==> src/rtl/pipe_ctrl_if.sv <==
`default_nettype none
// ============================================================================
//  Module   : pipe_ctrl_if
//  Brief    : Bundle of request and control signals between the pipeline
//             stages and the pipeline sequencing controller.
//  Revision : 1.0  initial release
// ============================================================================
interface pipe_ctrl_if #(
   parameter int CNT_W  = 6,
   parameter int PERF_W = 32
);
   // Requests coming from the pipeline stages
   logic              stallreq_id;
   logic              stallreq_ex;
   logic              stallreq_mem;
   logic              ex_mc_start;
   logic [CNT_W-1:0]  ex_mc_cycles;
   logic              flush_req;
   logic [31:0]       excp_pc;
   logic              cnt_clr;

   // Controls going back to the pipeline stages
   logic [5:0]        stall;
   logic              flush_o;
   logic [31:0]       new_pc_o;
   logic              ex_mc_done;
   logic              ex_mc_busy;
   logic [PERF_W-1:0] stall_cnt_o;

   // Pipeline side: raises requests, consumes hold/flush controls
   modport master (
      output stallreq_id, stallreq_ex, stallreq_mem,
      output ex_mc_start, ex_mc_cycles,
      output flush_req, excp_pc, cnt_clr,
      input  stall, flush_o, new_pc_o,
      input  ex_mc_done, ex_mc_busy, stall_cnt_o
   );

   // Controller side: consumes requests, produces hold/flush controls
   modport slave (
      input  stallreq_id, stallreq_ex, stallreq_mem,
      input  ex_mc_start, ex_mc_cycles,
      input  flush_req, excp_pc, cnt_clr,
      output stall, flush_o, new_pc_o,
      output ex_mc_done, ex_mc_busy, stall_cnt_o
   );
endinterface
`default_nettype wire

==> src/rtl/pipe_ctrl.sv <==
`default_nettype none
// ============================================================================
//  Module   : pipe_ctrl
//  Brief    : Pipeline sequencing controller for the 5-stage core.
//             Merges stage stall requests into one hold vector, sequences
//             multi-cycle EX operations, turns an exception into a one-cycle
//             flush with redirect PC, and counts stalled cycles.
//  Revision : 1.0  initial release
// ============================================================================
module pipe_ctrl #(
   parameter int CNT_W  = 6,
   parameter int PERF_W = 32
) (
   input  logic        clk,
   input  logic        rst_n,
   pipe_ctrl_if.slave  bus
);

   // Hold patterns, bit order {wb,mem,ex,id,if,pc}
   localparam logic [5:0] STALL_NONE = 6'b000000;
   localparam logic [5:0] STALL_ID   = 6'b000111;
   localparam logic [5:0] STALL_EX   = 6'b001111;
   localparam logic [5:0] STALL_MEM  = 6'b011111;

   localparam logic [CNT_W-1:0]  CNT_ONE  = CNT_W'(1);
   localparam logic [PERF_W-1:0] PERF_MAX = {PERF_W{1'b1}};

   typedef enum logic [1:0] {
      ST_RUN     = 2'd0,
      ST_MC_WAIT = 2'd1,
      ST_FLUSH   = 2'd2
   } state_t;

   state_t            state_q,  state_d;
   logic [CNT_W-1:0]  cnt_q,    cnt_d;
   logic              flush_q,  flush_d;
   logic [31:0]       new_pc_q, new_pc_d;
   logic [PERF_W-1:0] perf_q,   perf_d;

   logic              mc_stall_w;
   logic              mc_done_w;
   logic [5:0]        stall_w;

   // Next-state logic: flush has absolute priority and aborts any MC op
   always_comb begin
      state_d    = state_q;
      cnt_d      = cnt_q;
      flush_d    = 1'b0;
      new_pc_d   = new_pc_q;
      mc_stall_w = 1'b0;
      mc_done_w  = 1'b0;

      if (bus.flush_req) begin
         state_d  = ST_FLUSH;
         cnt_d    = '0;
         flush_d  = 1'b1;
         new_pc_d = bus.excp_pc;
      end else begin
         case (state_q)
            ST_RUN: begin
               if (bus.ex_mc_start) begin
                  if (bus.ex_mc_cycles > CNT_ONE) begin
                     // Start cycle is itself the first stalled cycle
                     state_d    = ST_MC_WAIT;
                     cnt_d      = bus.ex_mc_cycles - CNT_ONE;
                     mc_stall_w = 1'b1;
                  end else begin
                     // Zero/one-cycle ops complete immediately
                     mc_done_w  = 1'b1;
                  end
               end
            end
            ST_MC_WAIT: begin
               // New starts are ignored while an op is in flight
               if (cnt_q > CNT_ONE) begin
                  mc_stall_w = 1'b1;
                  cnt_d      = cnt_q - CNT_ONE;
               end else begin
                  mc_done_w  = 1'b1;
                  cnt_d      = '0;
                  state_d    = ST_RUN;
               end
            end
            ST_FLUSH: begin
               state_d = ST_RUN;
            end
            default: begin
               state_d = ST_RUN;
               cnt_d   = '0;
            end
         endcase
      end

      // Outputs are forced quiet while reset is held
      if (!rst_n) begin
         mc_stall_w = 1'b0;
         mc_done_w  = 1'b0;
      end
   end

   // Stall priority merge; the flush cycle itself releases every stage
   always_comb begin
      stall_w = STALL_NONE;
      if (!rst_n || state_q == ST_FLUSH) begin
         stall_w = STALL_NONE;
      end else if (bus.flush_req || bus.stallreq_mem) begin
         stall_w = STALL_MEM;
      end else if (bus.stallreq_ex || mc_stall_w) begin
         stall_w = STALL_EX;
      end else if (bus.stallreq_id) begin
         stall_w = STALL_ID;
      end
   end

   // Saturating stalled-cycle counter with clear taking priority
   always_comb begin
      perf_d = perf_q;
      if (bus.cnt_clr) begin
         perf_d = '0;
      end else if (stall_w[0] && (perf_q != PERF_MAX)) begin
         perf_d = perf_q + PERF_W'(1);
      end
   end

   // State and output registers
   always_ff @(posedge clk or negedge rst_n) begin
      if (!rst_n) begin
         state_q  <= ST_RUN;
         cnt_q    <= '0;
         flush_q  <= 1'b0;
         new_pc_q <= '0;
         perf_q   <= '0;
      end else begin
         state_q  <= state_d;
         cnt_q    <= cnt_d;
         flush_q  <= flush_d;
         new_pc_q <= new_pc_d;
         perf_q   <= perf_d;
      end
   end

   assign bus.stall       = stall_w;
   assign bus.flush_o     = flush_q;
   assign bus.new_pc_o    = new_pc_q;
   assign bus.ex_mc_done  = mc_done_w;
   assign bus.ex_mc_busy  = (state_q == ST_MC_WAIT);
   assign bus.stall_cnt_o = perf_q;

endmodule
`default_nettype wire

==> src/flat_wrapper.sv <==
// flat-port wrapper written by rule: the top's interface ports become plain ports
module pipe_ctrl_flat 
#(
   parameter int CNT_W  = 6,
   parameter int PERF_W = 32
)
  (clk, rst_n, bus_stallreq_id, bus_stallreq_ex, bus_stallreq_mem, bus_ex_mc_start, bus_ex_mc_cycles, bus_flush_req, bus_excp_pc, bus_cnt_clr, bus_stall, bus_flush_o, bus_new_pc_o, bus_ex_mc_done, bus_ex_mc_busy, bus_stall_cnt_o);
  pipe_ctrl_if #(.CNT_W(CNT_W), .PERF_W(PERF_W)) bus_i ();
  input  logic clk;
  input  logic rst_n;
  input wire logic [$bits(bus_i.stallreq_id)-1:0] bus_stallreq_id;
  input wire logic [$bits(bus_i.stallreq_ex)-1:0] bus_stallreq_ex;
  input wire logic [$bits(bus_i.stallreq_mem)-1:0] bus_stallreq_mem;
  input wire logic [$bits(bus_i.ex_mc_start)-1:0] bus_ex_mc_start;
  input wire logic [$bits(bus_i.ex_mc_cycles)-1:0] bus_ex_mc_cycles;
  input wire logic [$bits(bus_i.flush_req)-1:0] bus_flush_req;
  input wire logic [$bits(bus_i.excp_pc)-1:0] bus_excp_pc;
  input wire logic [$bits(bus_i.cnt_clr)-1:0] bus_cnt_clr;
  output wire logic [$bits(bus_i.stall)-1:0] bus_stall;
  output wire logic [$bits(bus_i.flush_o)-1:0] bus_flush_o;
  output wire logic [$bits(bus_i.new_pc_o)-1:0] bus_new_pc_o;
  output wire logic [$bits(bus_i.ex_mc_done)-1:0] bus_ex_mc_done;
  output wire logic [$bits(bus_i.ex_mc_busy)-1:0] bus_ex_mc_busy;
  output wire logic [$bits(bus_i.stall_cnt_o)-1:0] bus_stall_cnt_o;
  assign bus_i.stallreq_id = bus_stallreq_id;
  assign bus_i.stallreq_ex = bus_stallreq_ex;
  assign bus_i.stallreq_mem = bus_stallreq_mem;
  assign bus_i.ex_mc_start = bus_ex_mc_start;
  assign bus_i.ex_mc_cycles = bus_ex_mc_cycles;
  assign bus_i.flush_req = bus_flush_req;
  assign bus_i.excp_pc = bus_excp_pc;
  assign bus_i.cnt_clr = bus_cnt_clr;
  assign bus_stall = bus_i.stall;
  assign bus_flush_o = bus_i.flush_o;
  assign bus_new_pc_o = bus_i.new_pc_o;
  assign bus_ex_mc_done = bus_i.ex_mc_done;
  assign bus_ex_mc_busy = bus_i.ex_mc_busy;
  assign bus_stall_cnt_o = bus_i.stall_cnt_o;
  pipe_ctrl #(.CNT_W(CNT_W), .PERF_W(PERF_W)) u_core (.clk(clk), .rst_n(rst_n), .bus(bus_i));
endmodule
==> config.mk <==
export PLATFORM = sky130hd
export DESIGN_NAME = pipe_ctrl_flat
export DESIGN_NICKNAME = d
export VERILOG_FILES = /design/src/rtl/pipe_ctrl_if.sv /design/src/rtl/pipe_ctrl.sv /design/src/flat_wrapper.sv
export SDC_FILE = /design/constraint.sdc
export NUM_CORES = 1
export LEC_CHECK = 0
export BUFFER_PORTS_ARGS = -buffer_cell sky130_fd_sc_hd__buf_2
export CORE_MARGIN = 2
export CORE_UTILIZATION = 50
export DETAILED_ROUTE_END_ITERATION = 10
export GPL_TIMING_DRIVEN = 0
export HOLD_SLACK_MARGIN = 0.02
export PLACE_DENSITY = 0.78
export SYNTH_ARGS = -nofsm -noshare
export SYNTH_HDL_FRONTEND = slang
export SYNTH_SLANG_ARGS = --single-unit
==> constraint.sdc <==
create_clock -name clk -period 5.09 [get_ports clk]
set_input_delay 1.527 -clock clk [delete_from_list [all_inputs] [get_ports clk]]
set_output_delay 1.527 -clock clk [all_outputs]
set_load 0.02 [all_outputs]
# --- After elaboration in Yosys (flattened, before gate mapping) ---
# Index checks and enable logic that the tools add are counted.
totals:
  ff_bits: 73
  out_inout_bits: 73
  word_cells: 55
  inputBits: 46
classes:
  n_reduce_logical: 9
  n_mux: 29
  eq_ne: 7
  addsub: 3
  order_cmp: 2
ops:
  columns: ["op", "count"]
  rows:
  - ["32-bit 2-to-1 mux", 2]
  - ["6-bit 2-to-1 mux", 7]
  - ["32-bit by 1-bit adder with 32-bit output, second input constant", 1]
  - ["32-bit != test, second input constant", 1]
  - ["6-bit one-hot mux with 3 select lines", 1]
  - ["6-bit by 1-bit greater-than comparator with 1-bit output, second input constant", 2]
  - ["6-bit by 1-bit subtractor with 6-bit output, second input constant", 2]
  - ["1-bit 2-to-1 mux", 11]
  - ["2-bit 2-to-1 mux", 4]
  - ["3-bit != test, second input constant", 2]
  - ["3-bit AND reduction", 2]
  - ["1-bit one-hot mux with 2 select lines", 2]
  - ["2-bit one-hot mux with 2 select lines", 1]
  - ["1-bit logical OR", 3]
  - ["3-bit 2-to-1 mux", 1]
  - ["3-bit by 2-bit != test with 1-bit output, second input constant", 1]
  - ["2-bit by 1-bit == test with 1-bit output, second input constant", 1]
  - ["2-bit == test, second input constant", 1]
  - ["2-bit logical NOT", 1]
  - ["2-bit != test, second input constant", 1]
  - ["2-bit nonzero test", 1]
  - ["1-bit logical AND", 1]
  - ["1-bit logical NOT", 1]

# --- Depth between registers and ports, before layout ---
# Gate-level depths: netlist of run 1.
logic_depth:
  depth_word: 13
  mapped_depth: 9
  mapped_depth_nobuf: 8

# --- Least setup slack after synthesis of run 1 ---
# Ideal clock, no wire load.
synth_path:
  path_type: "input -> output"
  start: "in bus_flush_req"
  end: "out bus_stall[1]"
  t_required_ns: 3.563
  cell_stages: 7
  slack_ns: 0.498
  path_buffers: 3
  t_arrival_ns: 3.065
  path_cell_list: "buf_2 -> or3_1 -> o221a_4 -> nor3_4 -> buf_2 -> inv_2 -> buf_4"
synth_between:
  elab_chain_len: 6
  word_cells_on_any_way: 7
  classes_between: "mux (5); reduce/logical (2)"
synth_lines:
  columns: ["item", "line_no", "text"]
  rows:
  - ["start: declaration", "flat_wrapper.sv:16", "input wire logic [$bits(bus_i.flush_req)-1:0] bus_flush_req;"]
  - ["1-bit 2-to-1 mux", "pipe_ctrl.sv:53", "if (bus.flush_req) begin"]
  - ["1-bit 2-to-1 mux", "pipe_ctrl.sv:95", "if (!rst_n) begin"]
  - ["1-bit logical OR", "pipe_ctrl.sv:108", "end else if (bus.stallreq_ex || mc_stall_w) begin"]
  - ["6-bit 2-to-1 mux", "pipe_ctrl.sv:108", null]
  - ["6-bit 2-to-1 mux (*)", "pipe_ctrl.sv:106", "end else if (bus.flush_req || bus.stallreq_mem) begin"]
  - ["6-bit 2-to-1 mux (*)", "pipe_ctrl.sv:104", "if (!rst_n || state_q == ST_FLUSH) begin"]
  - ["end: declaration", "flat_wrapper.sv:19", "output wire logic [$bits(bus_i.stall)-1:0] bus_stall;"]
# Every way passes the cells marked *; elsewhere a longest branch is shown, timed or not.

# --- Final worst setup path of run 1 ---
# Ends and elaborated chain as after synthesis.

==> results.md, run 1 <==
Detailed routing:
- The post-detailed-routing wire length is a little over 9000 µm.
- The total iterations of the first detailed-routing run is 4.
- In this run the remaining antenna-violating nets after routing total 0.
- The iteration-0 DRC count of the detailed router is around 190.
- The count of unresolved DRC violations after routing is 0.
- The detailed-route vias per instance is about 5.7.
- The count of vias placed by the detailed router is between 3000 and 4000.
- In the final routed layout, each cell accounts on average for around 16 µm.

Global route:
- Global routing consumed, on the met2 layer, between 30% and 40% of the routing resources.
- The met1 layer usage reported by global route is between 20% and 30%.
- Global routing consumed, over all layers together, around 23% of the routing resources.
- The total overflow left after global routing is 0.
- The number of global-route vias before repair came to 3327.
- The most heavily used metal layer in global routing is met2.
- The number of antenna violations at the first check in global routing is 0.
- The maximum number of pins on one net before global-route repair is just over 50.
- The first global-routing pass estimated between 15000 and 20000 µm of wire.
- The met3 capacity usage during global routing is 5.18%.

Layout:
- Of the cells placed in the final design, the portion with a size suffix greater than 1 is 40.2%.
- The final net count is around 540.
- The growth of design area from synthesis to finish is 25.0%.
- The final non-filler cell total is roughly 600.
- 0 antenna diodes ended up in the layout.
- Cells fill 63.8% of the core in the end.

Power:
- Across the VDD grid, the largest voltage drop is 0.155 mV.
- The leakage power of the design is around 2.2 nW.
- The power density over cell area is 267 nW/µm².
- Power comes to around 1.3 mW.

Timing:
- Setup repair after global routing left no endpoint under its margin.
- The shortest clock period the worst path allows after layout is 4.96 ns.
- Setup violations remaining at the end of the flow were counted as 0.
- The number of endpoints with negative hold slack in the final report is 0.
- For the final database, setup skew stands at 0.00859 ns.
- The worst slew margin relative to its limit is about three fifths.
- The pin slew with the least headroom to its limit is about 0.59 ns.
- Hold is met by 0.505 ns.
- The worst path uses slightly below 100% of the clock period.
- The number of max-slew violations in the final report is 0.
- Static timing analysis puts the maximum clock frequency at ~0.20 GHz.
- The accumulated negative setup slack is 0 ns.

Clocking:
- The TritonCTS buffer count is 9.
- The clock network latency to the later pin of the worst-skew pair is roughly 0.35 ns.
- For this design, the CTS-stage hold fixing added 0 buffers.
- The number of clock sinks seen by CTS is 73.
- Clock-pin slew was measured on the worst setup and hold paths at approximately 0.080 ns.
- The quantity of gates resized following cts is 0.
- The CTS tree is built.
- Post-CTS timing repair inserted 0 buffers for setup.
- The clock tree synthesis step divided the H-tree into 3 levels.
- Counting along the longest clock path gives a buffer depth of 2.
- The cell at the root of the clock tree is sky130_fd_sc_hd__clkbuf_8.

Outcome:
- The run finished with clean final reports.

Worst hold path:
- The classification of the worst-slack hold path is reg -> reg.
- The critical hold path startpoint is u_core.bus.new_pc_o[1].

Placed design:
- The final weighted congestion of routability-driven global placement is between 0.8 and 0.9.
- The post-placement cell count is 582.
- Summed over all nets, the half-perimeter wirelength after detailed placement is just under 7000 µm.
- The number of I/O port buffers is approximately 120.

Setup path:
- The type of origin of the critical path is an input pin.
- The endpoint arrival time on the critical path is approximately 3.4 ns.
- By startpoint and endpoint, the worst setup path is classified as in -> out.
- The launching point of the worst reg2reg path is u_core.cnt_q[0].
- Of all nets on the critical path, the largest fanout is 10.
- The most critical setup path has its startpoint at bus_flush_req.
- The worst setup path is captured at a primary output.
- For the worst setup path, the data required time is 3.56 ns.

Synthesis:
- Among all flip-flop cells after synthesis, the most frequent one is sky130_fd_sc_hd__dfrtp_1.
- By count the netlist is led by sky130_fd_sc_hd__dfrtp_1, sky130_fd_sc_hd__mux2_2, sky130_fd_sc_hd__a21oi_1.
- The synthesized design devotes to its leading area cell type a little under half of total area.
- The number of flops mapped to enable cells by yosys is 0.
- The average instance area after synthesis is between 10 and 15 µm².
- The count of warnings emitted by yosys is 0.
- The most common cell in the synthesized netlist is sky130_fd_sc_hd__dfrtp_1.
- In the synthesized netlist, the number of instances is ~360.
- The register area share after synthesis is 47.1%.
- After synthesis the netlist holds a flip-flop and latch count of 73.
- In the post-synthesis netlist, the biggest area contributors are sky130_fd_sc_hd__dfrtp_1, sky130_fd_sc_hd__mux2_2, sky130_fd_sc_hd__o31ai_1.
- The number of nets in the synthesized netlist is a little over 400.
- Summed over all instances, the cell type with the most area after synthesis is sky130_fd_sc_hd__dfrtp_1.
- The fraction of synthesis flops using an asynchronous set or reset pin is between 90% and 100%.
- The number of distinct library cells after synthesis is 56.
- In this run the cell area of the synthesized design comes to about 3900 µm².

Floorplanning:
- For this configuration, the core starts out at a cell density of between 50% and 60%.
- The count of pins on the block boundary is ~120.
- The cell row count is 32.
- The die is just over 90 µm wide.
- The floorplan step defined a die boundary enclosing 8490 µm².
- The vertical die dimension is approximately 92 µm.
- The region available for standard cell placement spans between 7000 and 8000 µm².

Job:
- Across the run, the number of max-cap violations was 0.
==> cells in the final DEF, fill, tap and decap left out, drive strengths merged, types with 2 or more instances in the layout <==
cell type and count:
or3 7, and3 4, nor2 20, nand4 4, o41ai 2, nor3b 3, ha 5, inv 11
o21ai 11, buf 130, xnor2 3, o21bai 2, nand3 16, nor4 4, o22ai 5, clkbuf 20
dfrtp 73, clkinv 3, mux2 40, nor4b 2, nor3 13, o31ai 25, a22o 3, nand2 16
or4 21, clkinvlp 3, and2 2, a21oi 27, nor2b 7
==> power breakdown <==
part / internal, mW / switching [mW] / leakage, nW
clock network: 0.225 / 0.235 / 0.0912
registers: 0.610 / 0.0168 / 0.939
logic: 0.0865 / 0.121 / 1.17
==> stage by stage <==
stage	area, µm²	setup slack [ns]
after floorplan	3880	0.498
after global placement	4600	-0.708
after detailed placement	4630	0.0200
after CTS	4820	0.0189
after global routing	4850	0.00583
final	4850	0.129
==> worst max-delay path, cell delays in order <==
cell and delay, ns:
sky130_fd_sc_hd__buf_2 0.10, sky130_fd_sc_hd__buf_2 0.17, sky130_fd_sc_hd__or3_1 0.39, sky130_fd_sc_hd__o221a_4 0.27
sky130_fd_sc_hd__nor3_4 0.34, sky130_fd_sc_hd__clkbuf_4 0.28, sky130_fd_sc_hd__inv_2 0.07, sky130_fd_sc_hd__buf_4 0.12
sky130_fd_sc_hd__buf_2 0.15
==> worst paths after layout <==
path / to / slack, ns / cells past startpoint
max in group asynchronous: u_core.bus.stall_cnt_o[4] / 3.56 / 2
setup / recovery: bus_stall[1] / 0.13 / 9
min in group asynchronous: u_core.bus.stall_cnt_o[14] / 1.04 / 1
hold / removal: u_core.bus.new_pc_o[1] / 0.50 / 1
hold reg to reg: u_core.bus.new_pc_o[1] / 0.50 / 1
setup reg to reg: u_core.bus.stall_cnt_o[13] / 2.51 / 9
==> area by class of cell <==
class / instances / area (µm²)
buffer: 22 / 131
clock buffer: 9 / 124
clock inverter: 7 / 71.3
fill: 652 / 2760
inverter: 11 / 41.3
multi-input combinational: 256 / 1890
sequential: 73 / 1830
tap: 102 / 128
timing repair buffer: 119 / 644
==> cells by family after synthesis <==
| kind of cell | synth area share [%] |
|---|---|
| AO/OA/AOI/OAI | 14.7 |
| XOR/XNOR | 0.903 |
| adder cells (fa/ha/maj) | 1.61 |
| buffers and inverters | 4.38 |
| flip-flops | 47.1 |
| multiplexers | 11.9 |
| other | 0.0966 |
| AND/OR/NAND/NOR | 19.4 |
==> per-layer routing <==
| layer | vias to the layer above | routed length, µm |
|---|---|---|
| met3 | 13 | 661 |
| li1 | 1613 | - |
| met5 | - | 0 |
| met4 | 0 | 124 |
| met2 | 140 | 4720 |
| met1 | 1676 | 3840 |
==> state kept, by name (all words and copies together) (netlist names) <==
name                    count
u_core.cnt_q                6
u_core.bus.stall_cnt_o     32
u_core.bus.new_pc_o        32
u_core.bus.flush_o          1
u_core.state_q              2
Power figures use the tool's default switching activity.
==> run 2, diff against run 1 <==
--- a/config.mk
+++ b/config.mk
@@ -11,7 +11,8 @@
 export DETAILED_ROUTE_END_ITERATION = 10
 export GPL_TIMING_DRIVEN = 0
 export HOLD_SLACK_MARGIN = 0.02
-export PLACE_DENSITY = 0.78
+export PLACE_DENSITY_LB_ADDON = 0.2
+export SETUP_SLACK_MARGIN = 0.15
 export SYNTH_ARGS = -nofsm -noshare
 export SYNTH_HDL_FRONTEND = slang
 export SYNTH_SLANG_ARGS = --single-unit
==> run 2 against run 1 <==
Against the previous run:
- final area grew 0.83%
- register-to-register slack gained 0.09 ns
- critical path type unchanged
- combinational power is essentially flat
- first-iteration DRC count shrank 11%
- maximum frequency grew 3.1%
==> results.md, run 2 (synthesized netlist as in run 1, its figures left out) <==
Outcome:
- The flow ran to the end, and the final reports show no timing, DRC or antenna violations.

Layout:
- The most frequent standard cell in the layout excluding fill and tap cells is sky130_fd_sc_hd__buf_2.
- 0 antenna diodes ended up in the layout.
- The final non-filler cell total is 600.
- The post-layout instance area is 4890 µm².
- The final core utilization is around 64%.
- The growth of design area from synthesis to finish is 26.0%.
- In the layout the commonest cells are sky130_fd_sc_hd__buf_2, sky130_fd_sc_hd__dfrtp_1, sky130_fd_sc_hd__mux2_2, sky130_fd_sc_hd__a21oi_1, sky130_fd_sc_hd__o31ai_1.
- The final net count is roughly 540.
- Of the cells placed in the final design, the portion with a size suffix greater than 1 is slightly above 40%.

Floorplanning:
- The floorplan step set the die width to about 90 µm.
- 119 I/O pins were placed.
- After floorplanning, the core was divided into 32 placement rows.
- The vertical die dimension is about 92 µm.
- The effective utilization at floorplan is 51.0%.
- The die covers 8490 µm².
- In this run the standard cell core region covers between 7000 and 8000 µm².

Detailed routing:
- The iteration-0 DRC count of the detailed router is 170.
- After detailed routing, the average wire length per cell comes to 16.1 µm.
- The post-detailed-routing wire length is between 9000 and 10000 µm.
- The pre-antenna-repair detailed-routing pass consisted of 4 iterations.
- The count of unresolved DRC violations after routing is 0.
- Dividing the detail-routed via count by the number of cells gives between 5 and 6.
- The remaining number of nets flagged by the antenna check after routing is 0.
- The count of vias placed by the detailed router is roughly 3400.

Power:
- Power spread over the standard cell area amounts to 278 nW/µm².
- The leakage power of the design is between 2 and 2.5 nW.
- The completed layout was analyzed and its total power is about 1.4 mW.
- Across the VDD grid, the largest voltage drop is about 0.18 mV.

Setup path:
- The critical path is of the in -> out type.
- In this run the worst path has a maximum fanout of 10.
- The endpoint kind of the worst setup timing path is a primary output.
- The type of origin of the critical path is an input pin.
- The required time at the endpoint of the critical path is around 3.6 ns.
- STA puts the critical path data arrival time at about 3.3 ns.

Timing:
- The number of endpoints with negative hold slack in the final report is 0.
- The final setup skew is around 0.0081 ns.
- In this run the tightest slew margin relative to its limit is between 60% and 70%.
- Dividing the final minimum period by the clock period gives between 90% and 100%.
- The achievable frequency is 0.208 GHz.
- The pin slew with the least headroom to its limit is ~0.59 ns.
- The shortest clock period the worst path allows after layout is 4.81 ns.
- The number of max-slew violations in the final report is 0.
- The count of endpoints failing setup in the final report is 0.
- Setup repair after global routing left no endpoint under its margin.

Placed design:
- After detailed placement, the design holds a cell count of 582.
- Input and output buffers added on the ports amount to 117.
- The cell area after placement is roughly 4600 µm².
- The detailed placer's ending HPWL is 6970 µm.
- Routability-driven placement finished with a final weighted congestion of a little over 0.8.

Global route:
- In the global route stage, overall resource usage came out at a little under a quarter.
- The first global-routing pass estimated 16000 µm of wire.
- The number of antenna violations at the first check in global routing is 0.
- The sum of overflow across all layers after global routing is 0.
- The number of global-route vias before repair is roughly 3300.
- Entering global routing, the biggest net connects 48 pins.

Clocking:
- Buffers inserted during clock tree synthesis total 9.
- The number of hold buffers added after cts is 0.
- The tree built by TritonCTS fans out to 73 sinks.
- The number of H-tree branching levels is 3.
- The clock edge transition at the registers on the reported setup and hold paths is roughly 0.080 ns.
- The cell at the root of the clock tree is sky130_fd_sc_hd__clkbuf_8.
- The CTS tree is built.
- The later pin in the worst-skew pair is clocked with a latency of approximately 0.36 ns.
- The clock passes through at most 2 buffers.

Job:
- The number of max-cap violations is 0.

Worst hold path:
- The tightest min-delay check is of the reg -> reg type.
[run 2: area by class of cell]
| cell class | count | area [µm²] |
|---|---|---|
| fillers | 618 | 2720 |
| multi-input cells | 256 | 1890 |
| plain buffers | 22 | 129 |
| clock buffers | 9 | 124 |
| inverters | 11 | 41.3 |
| well taps | 102 | 128 |
| repair buffers | 120 | 656 |
| flip-flops and latches | 73 | 1830 |
| clock inverters | 7 | 103 |
[run 2: power by group]
group | switching (mW) | internal, mW
Clock | 0.242 | 0.280
Sequential | 0.0175 | 0.610
Combinational | 0.122 | 0.0872
Total | 0.382 | 0.978
[run 2: path summary, 6_finish.rpt]
path	startpoint	end	slack, ns	depth (start not counted)
min reg2reg	u_core.bus.new_pc_o[22]	u_core.bus.new_pc_o[22]	0.50	1
max	bus_ex_mc_cycles[4]	bus_stall[1]	0.28	8
max in group asynchronous	rst_n	u_core.cnt_q[3]	3.61	2
min in group asynchronous	rst_n	u_core.bus.stall_cnt_o[14]	1.02	1
max reg2reg	u_core.cnt_q[0]	u_core.bus.stall_cnt_o[16]	2.60	8
min	u_core.bus.new_pc_o[22]	u_core.bus.new_pc_o[22]	0.50	1
[run 2: what timing repair did]
item	CTS	global route
cloned	0	1
pin swaps	1	0
endpoints found under the setup margin	2	2
gates resized for setup	1	1
setup buffers	1	0
[run 2: metrics by stage]
stage / TNS (ns) / setup slack (ns) / hold WS (ns)
final: 0 / 0.278 / 0.504
after global routing: 0 / 0.167 / 0.531
after CTS: 0 / 0.239 / 0.508
after detailed placement: 0 / 0.0756 / 0.487
after global placement: -2.09 / -0.675 / 0.485
after floorplan: 0 / 0.498 / 0.466
[run 2: metal layers]
layer	vias to the layer above	track usage [%]	wire (µm)
li1	1612	-	-
met1	1674	32.5	4290
met2	120	35.8	4520
met3	12	6.74	699
met4	0	9.33	146
met5	-	0	0
[run 2: critical path, stage by stage]
cell,delay [ns]
sky130_fd_sc_hd__buf_2,0.11
sky130_fd_sc_hd__or3_1,0.44
sky130_fd_sc_hd__o211a_2,0.36
sky130_fd_sc_hd__nor3_4,0.24
sky130_fd_sc_hd__buf_2,0.25
sky130_fd_sc_hd__inv_2,0.08
sky130_fd_sc_hd__buf_4,0.13
sky130_fd_sc_hd__buf_2,0.15
